<file path="config.mk">
export PLATFORM = sky130hd
export DESIGN_NAME = sar_adc_scan
export DESIGN_NICKNAME = d
export VERILOG_FILES = /design/src/rtl/sar_pkg.sv /design/src/rtl/sar_bit_engine.sv /design/src/rtl/sar_adc_scan.sv
export SDC_FILE = /design/constraint.sdc
export NUM_CORES = 1
export LEC_CHECK = 0
export CAP_MARGIN = 40
export CORE_MARGIN = 1
export CORE_UTILIZATION = 30
export CTS_CLUSTER_DIAMETER = 200
export DETAILED_ROUTE_END_ITERATION = 10
export GPL_ROUTABILITY_DRIVEN = 0
export PLACE_DENSITY = 0.53
export SYNTH_ARGS = -nofsm -noshare
export SYNTH_HDL_FRONTEND = slang
export SYNTH_SLANG_ARGS = --single-unit
export TNS_END_PERCENT = 5
</file>
<file path="constraint.sdc">
create_clock -name clk_i -period 1.8 [get_ports clk_i]
set_input_delay 0.36 -clock clk_i [delete_from_list [all_inputs] [get_ports clk_i]]
set_output_delay 0.36 -clock clk_i [all_outputs]
set_load 0.01 [all_outputs]
</file>
<file path="src/rtl/sar_pkg.sv">
// Shared state encoding and sizing helpers for the SAR ADC scan controller.
package sar_pkg;

  typedef enum logic [1:0] {
    ST_IDLE,
    ST_SAMPLE,
    ST_CONVERT,
    ST_STORE
  } sar_state_e;

  function automatic int clog2(input int n);
    int r;
    r = 0;
    while ((1 << r) < n) r++;
    return r;
  endfunction

  function automatic int ch_width(input int channels);
    return (clog2(channels) < 1) ? 1 : clog2(channels);
  endfunction

  function automatic logic [63:0] midscale(input int res);
    return 64'(1) << (res - 1);
  endfunction

endpackage

</file>
<file path="src/rtl/sar_bit_engine.sv">
// Successive-approximation bit engine: trial mask, partial result, settle counter and DAC code.
module sar_bit_engine import sar_pkg::*; #(
  parameter int RESOLUTION    = 12,
  parameter int SETTLE_CYCLES = 1
) (
  input  logic                  clk_i,
  input  logic                  rst_ni,
  input  logic                  start_conv_i,
  input  logic                  comp_i,
  output logic                  done_o,
  output logic [RESOLUTION-1:0] result_o,
  output logic [RESOLUTION-1:0] dac_o
);

  localparam int CW = (clog2(SETTLE_CYCLES + 1) < 1) ? 1 : clog2(SETTLE_CYCLES + 1);
  localparam logic [RESOLUTION-1:0] MID  = RESOLUTION'(midscale(RESOLUTION));
  localparam logic [CW-1:0]         LAST = CW'(SETTLE_CYCLES);

  logic [RESOLUTION-1:0] mask_q, mask_d, res_q, res_d, dac_q, dac_d, trial;
  logic [CW-1:0]         cnt_q, cnt_d;

  always_comb begin
    mask_d = mask_q;
    res_d  = res_q;
    dac_d  = dac_q;
    cnt_d  = cnt_q;
    done_o = 1'b0;
    trial  = res_q | (comp_i ? mask_q : '0);
    if (start_conv_i) begin
      mask_d = MID;
      res_d  = '0;
      dac_d  = MID;
      cnt_d  = '0;
    end else if (mask_q != '0) begin
      // comp_i only counts in the last cycle of a trial, after the DAC has settled
      if (cnt_q == LAST) begin
        cnt_d  = '0;
        res_d  = trial;
        mask_d = mask_q >> 1;
        dac_d  = trial | (mask_q >> 1);
        done_o = mask_q[0];
      end else begin
        cnt_d = cnt_q + CW'(1);
      end
    end
  end

  always_ff @(posedge clk_i or negedge rst_ni) begin
    if (!rst_ni) begin
      mask_q <= '0;
      res_q  <= '0;
      dac_q  <= MID;
      cnt_q  <= '0;
    end else begin
      mask_q <= mask_d;
      res_q  <= res_d;
      dac_q  <= dac_d;
      cnt_q  <= cnt_d;
    end
  end

  assign result_o = res_q;
  assign dac_o    = dac_q;

endmodule

</file>
<file path="src/rtl/sar_adc_scan.sv">
// Multi-channel SAR ADC controller: channel scan, track phase and valid/ready result stream.
module sar_adc_scan import sar_pkg::*; #(
  parameter int RESOLUTION    = 12,
  parameter int CHANNELS      = 4,
  parameter int SAMPLE_CYCLES = 4,
  parameter int SETTLE_CYCLES = 1,
  parameter int CH_W          = ch_width(CHANNELS)
) (
  input  logic                  clk_i,
  input  logic                  rst_ni,
  input  logic                  start_i,
  input  logic                  continuous_i,
  input  logic [CHANNELS-1:0]   ch_mask_i,
  input  logic                  comp_i,
  output logic [CH_W-1:0]       mux_sel_o,
  output logic                  sample_o,
  output logic [RESOLUTION-1:0] dac_o,
  output logic [RESOLUTION-1:0] data_o,
  output logic [CH_W-1:0]       data_ch_o,
  output logic                  data_valid_o,
  input  logic                  data_ready_i,
  output logic                  busy_o
);

  localparam int SW = (clog2(SAMPLE_CYCLES) < 1) ? 1 : clog2(SAMPLE_CYCLES);
  localparam logic [SW-1:0]         SLAST = SW'(SAMPLE_CYCLES - 1);
  localparam logic [RESOLUTION-1:0] MID   = RESOLUTION'(midscale(RESOLUTION));

  sar_state_e            state_q, state_d;
  logic [CH_W-1:0]       ch_q, ch_d, nxt_ch, low_ch;
  logic [CHANNELS-1:0]   mask_q, mask_d;
  logic [SW-1:0]         scnt_q, scnt_d;
  logic [RESOLUTION-1:0] data_q, data_d, eng_res, eng_dac;
  logic [CH_W-1:0]       dch_q, dch_d;
  logic                  valid_q, valid_d, nxt_found, start_conv, conv_done;

  sar_bit_engine #(
    .RESOLUTION   (RESOLUTION),
    .SETTLE_CYCLES(SETTLE_CYCLES)
  ) u_engine (
    .clk_i       (clk_i),
    .rst_ni      (rst_ni),
    .start_conv_i(start_conv),
    .comp_i      (comp_i),
    .done_o      (conv_done),
    .result_o    (eng_res),
    .dac_o       (eng_dac)
  );

  // Downward scan leaves the lowest qualifying index in each result.
  always_comb begin
    nxt_found = 1'b0;
    nxt_ch    = '0;
    low_ch    = '0;
    for (int i = CHANNELS - 1; i >= 0; i--) begin
      if (mask_q[i] && (i > int'(ch_q))) begin
        nxt_found = 1'b1;
        nxt_ch    = CH_W'(i);
      end
      if (ch_mask_i[i]) low_ch = CH_W'(i);
    end
  end

  always_comb begin
    state_d    = state_q;
    ch_d       = ch_q;
    mask_d     = mask_q;
    scnt_d     = scnt_q;
    data_d     = data_q;
    dch_d      = dch_q;
    valid_d    = valid_q;
    start_conv = 1'b0;
    if (valid_q && data_ready_i) valid_d = 1'b0;
    case (state_q)
      ST_IDLE: begin
        if (start_i && (ch_mask_i != '0)) begin
          mask_d  = ch_mask_i;
          ch_d    = low_ch;
          scnt_d  = '0;
          state_d = ST_SAMPLE;
        end
      end
      ST_SAMPLE: begin
        scnt_d = scnt_q + SW'(1);
        if (scnt_q == SLAST) begin
          start_conv = 1'b1;
          state_d    = ST_CONVERT;
        end
      end
      ST_CONVERT: begin
        if (conv_done) state_d = ST_STORE;
      end
      ST_STORE: begin
        // A held result is only replaced in the cycle the consumer takes it
        if (!valid_q || data_ready_i) begin
          data_d  = eng_res;
          dch_d   = ch_q;
          valid_d = 1'b1;
          scnt_d  = '0;
          if (nxt_found) begin
            ch_d    = nxt_ch;
            state_d = ST_SAMPLE;
          end else if (continuous_i && (ch_mask_i != '0)) begin
            mask_d  = ch_mask_i;
            ch_d    = low_ch;
            state_d = ST_SAMPLE;
          end else begin
            state_d = ST_IDLE;
          end
        end
      end
      default: state_d = ST_IDLE;
    endcase
  end

  always_ff @(posedge clk_i or negedge rst_ni) begin
    if (!rst_ni) begin
      state_q <= ST_IDLE;
      ch_q    <= '0;
      mask_q  <= '0;
      scnt_q  <= '0;
      data_q  <= '0;
      dch_q   <= '0;
      valid_q <= 1'b0;
    end else begin
      state_q <= state_d;
      ch_q    <= ch_d;
      mask_q  <= mask_d;
      scnt_q  <= scnt_d;
      data_q  <= data_d;
      dch_q   <= dch_d;
      valid_q <= valid_d;
    end
  end

  assign mux_sel_o    = ch_q;
  assign sample_o     = (state_q == ST_SAMPLE);
  assign dac_o        = ((state_q == ST_CONVERT) || (state_q == ST_STORE)) ? eng_dac : MID;
  assign data_o       = data_q;
  assign data_ch_o    = dch_q;
  assign data_valid_o = valid_q;
  assign busy_o       = (state_q != ST_IDLE);

endmodule

</file>
==> out/qor.csv <==
metric,value,unit
grt_max_degree,35,
fin_cells,444,
post-place-cells,431,
die-area,0.00989,sq mm
clk_pin_slew,0.07,ns
grt_pass1_wl,11400,microns
grt_use_total,0.151,
vdd_drop_max,658,uV
hold_viol_final,0,
synthCells,254,
p_leak,1.69,nW
clockBufferDepth,2,
whs,0.0439,ns
p_int,4.90,mW
combPwrFrac,0.557,
seq_area_frac_synth,0.536,
via_per_inst,5.09,
synth.top_cell.area_share,0.527,
netlist_top_cells_area,"dfrtp_1, mux2_2, a22o_1, ha_1, nor2b_1",
wl_per_cell,15.5,microns
io_pins,41,
ant_nets,0,
cts_root_buf,clkbuf_8,
die_y,99.4,microns
htree_levels,3,
crit_fanout,4,
cts.sinks,61,
synth-edff-count,0,
switching_power,3.21,mW
crit_path_start_kind,flip-flop,
num_rows,35,
antennaDiodeCount,0,
vias,2259,
fmax,0.538,GHz
slew_headroom,0.706,
yosysWarnings,0,
drt-total-wl,6870,microns
postCtsHoldBufs,0,
final_cell_mix,"dfrtp_1, buf_4, clkdlybuf4s50_1",
layout_commonest_cell,dfrtp_1,
die_w,99.4,microns
area_growth,33.6,%
drive_gt1_frac,0.330,
postLayoutSetupSlackWorst,-0.0601,ns
nNetsFinal,347,
drv_slew,0,
period_minus_slack,1.86,ns
required,1.44,ns
gr-total-overflow,0,
clk_latency,0.33,ns
pwr-share-seq,0.320,
avgSynthCellArea,11.2,sq um
syn_area,0.00285,sq mm
hold_class,in -> async,
skew,0.00915,ns
hpwl,4860,microns
outcome,"complete, but fails checks",
initial_utilization,0.310,
ys_ff_latch,61,
power.density,2130,mW/mm^2
antenna_found_initial,0,
p_total,8.10,mW
post-route-period-util,1.03,
violations,setup timing,
drc_errors,0,
dr.pass1.iters,4,
endpoint_kind,primary output,
synth_flop_cell,dfrtp_1,
nFillCells,910,
portBuffers,40,
tightest_slew,0.436,ns
grt_pass1_vias,2258,
synth-async-reset-ratio,1.00,
crit_arrival,1.50,ns
synth_largest_area_cell,dfrtp_1,
yosysUniqueCellTypes,45,
drtIter0Drc,101,
synth_nets,270,
cts_buffers,9,
power_frac_clock,0.123,
rsz0062_at_grt,yes,
core_area,0.00920,sq mm
p_sw_frac,0.396,
maxCapViolations,0,
fin_setup_tns,-0.301,ns
crit_type,reg -> out,
worst-r2r-cell-count,7,
setup_viol,9,
cts_tree,built,
## state kept, by name (all words and copies together) (netlist names)
signal	count
u_engine.dac_o	12
u_engine.cnt_q	1
data_ch_o	2
scnt_q	2
data_o	12
u_engine.result_o	12
mask_q	3
data_valid_o	1
state_q	2
u_engine.mask_q	12
mux_sel_o	2
## layout make-up
class | instances | area [sq um] | share of cell area
Clock buffer | 10 | 138 | 0.0362
Clock inverter | 3 | 15.0 | 0.00395
Sequential cell | 61 | 1530 | 0.403
Multi-Input combinational cell | 169 | 1290 | 0.339
Timing Repair Buffer | 78 | 647 | 0.170
Inverter | 12 | 45.0 | 0.0118
Tap cell | 111 | 139 | 0.0365
## critical path: stages, from the launching register on
cell     delay (ns)
dfrtp_1        0.43
inv_2          0.10
ha_4           0.14
nor2_4         0.05
buf_6          0.12
or2_4          0.23
buf_6          0.12
## routing by layer
metal,part of all wire,vias to the layer above,track usage
li1,-,1083,-
met1,0.51,1133,0.219
met2,0.45,37,0.222
met3,0.026,6,0.0295
met4,0.011,0,0.0611
met5,0,-,0
## repair_timing
action                                  CTS  global route
endpoints found under the setup margin   15            25
buffers inserted                          0             0
resized for setup                        74             9
pin swaps                                 2             3
## path summary, 6_finish.rpt
kind / end / slack [ns] / startpoint
min in group clk_i: u_engine.dac_o[9]$_DFFE_PN0P_ / 0.48 / u_engine.dac_o[9]$_DFFE_PN0P_
setup reg to reg: state_q[0]$_DFFE_PN0P_ / 0.07 / state_q[0]$_DFFE_PN0P_
hold reg to reg: u_engine.dac_o[9]$_DFFE_PN0P_ / 0.48 / u_engine.dac_o[9]$_DFFE_PN0P_
setup / recovery: dac_o[11] / -0.06 / state_q[0]$_DFFE_PN0P_
hold / removal: data_ch_o[1]$_DFFE_PN0P_ / 0.04 / rst_ni
max in group asynchronous: u_engine.mask_q[8]$_DFFE_PN0P_ / 1.41 / rst_ni
## cell families (layout without fill, tap and decap cells)
group	after synthesis	count (layout)	share of synthesized area
fa+ha+maj	6	6	0.0264
simple gates	71	71	0.136
compound gates	74	74	0.193
buf+inv	24	103	0.0378
flops	61	61	0.536
mux	18	18	0.0699
## synth_stat cells (all sizes together), types with 2 or more instances
cell,number
a211oi,12
a21oi,9
a221o,2
a22o,18
a31oi,3
a32o,4
and2,2
buf,7
clkbuf,5
dfrtp,60
ha,6
inv,12
mux2,15
mux2i,3
nand2,15
nand2b,3
nand3,5
nand3b,2
nor2,19
nor2b,11
nor3,3
nor4,4
o211ai,3
o21ai,14
o22ai,3
or2,2
## stage by stage
| stage | instance area (sq um) | util | worst slack [ns] |
|---|---|---|---|
| 2_1_floorplan | 2850 | - | 0.0826 |
| 3_3_place_gp | 3620 | 0.393 | -0.184 |
| 3_5_place_dp | 3620 | 0.393 | -0.176 |
| 4_1_cts | 3780 | 0.411 | -0.0691 |
| 5_1_grt | 3800 | 0.414 | -0.123 |
| 6_report | 3800 | 0.414 | -0.0601 |
## power groups by stage
stage	Sequential (mW)	Combinational (mW)	Clock, mW
after floorplan	2.57	2.56	0
after global placement	2.58	4.43	0
after detailed placement	2.59	4.48	0
after CTS	2.59	4.51	1.04
after global routing	2.69	4.97	1.10
final	2.59	4.52	0.998
Note: power is estimated with default switching activity, not from simulation.
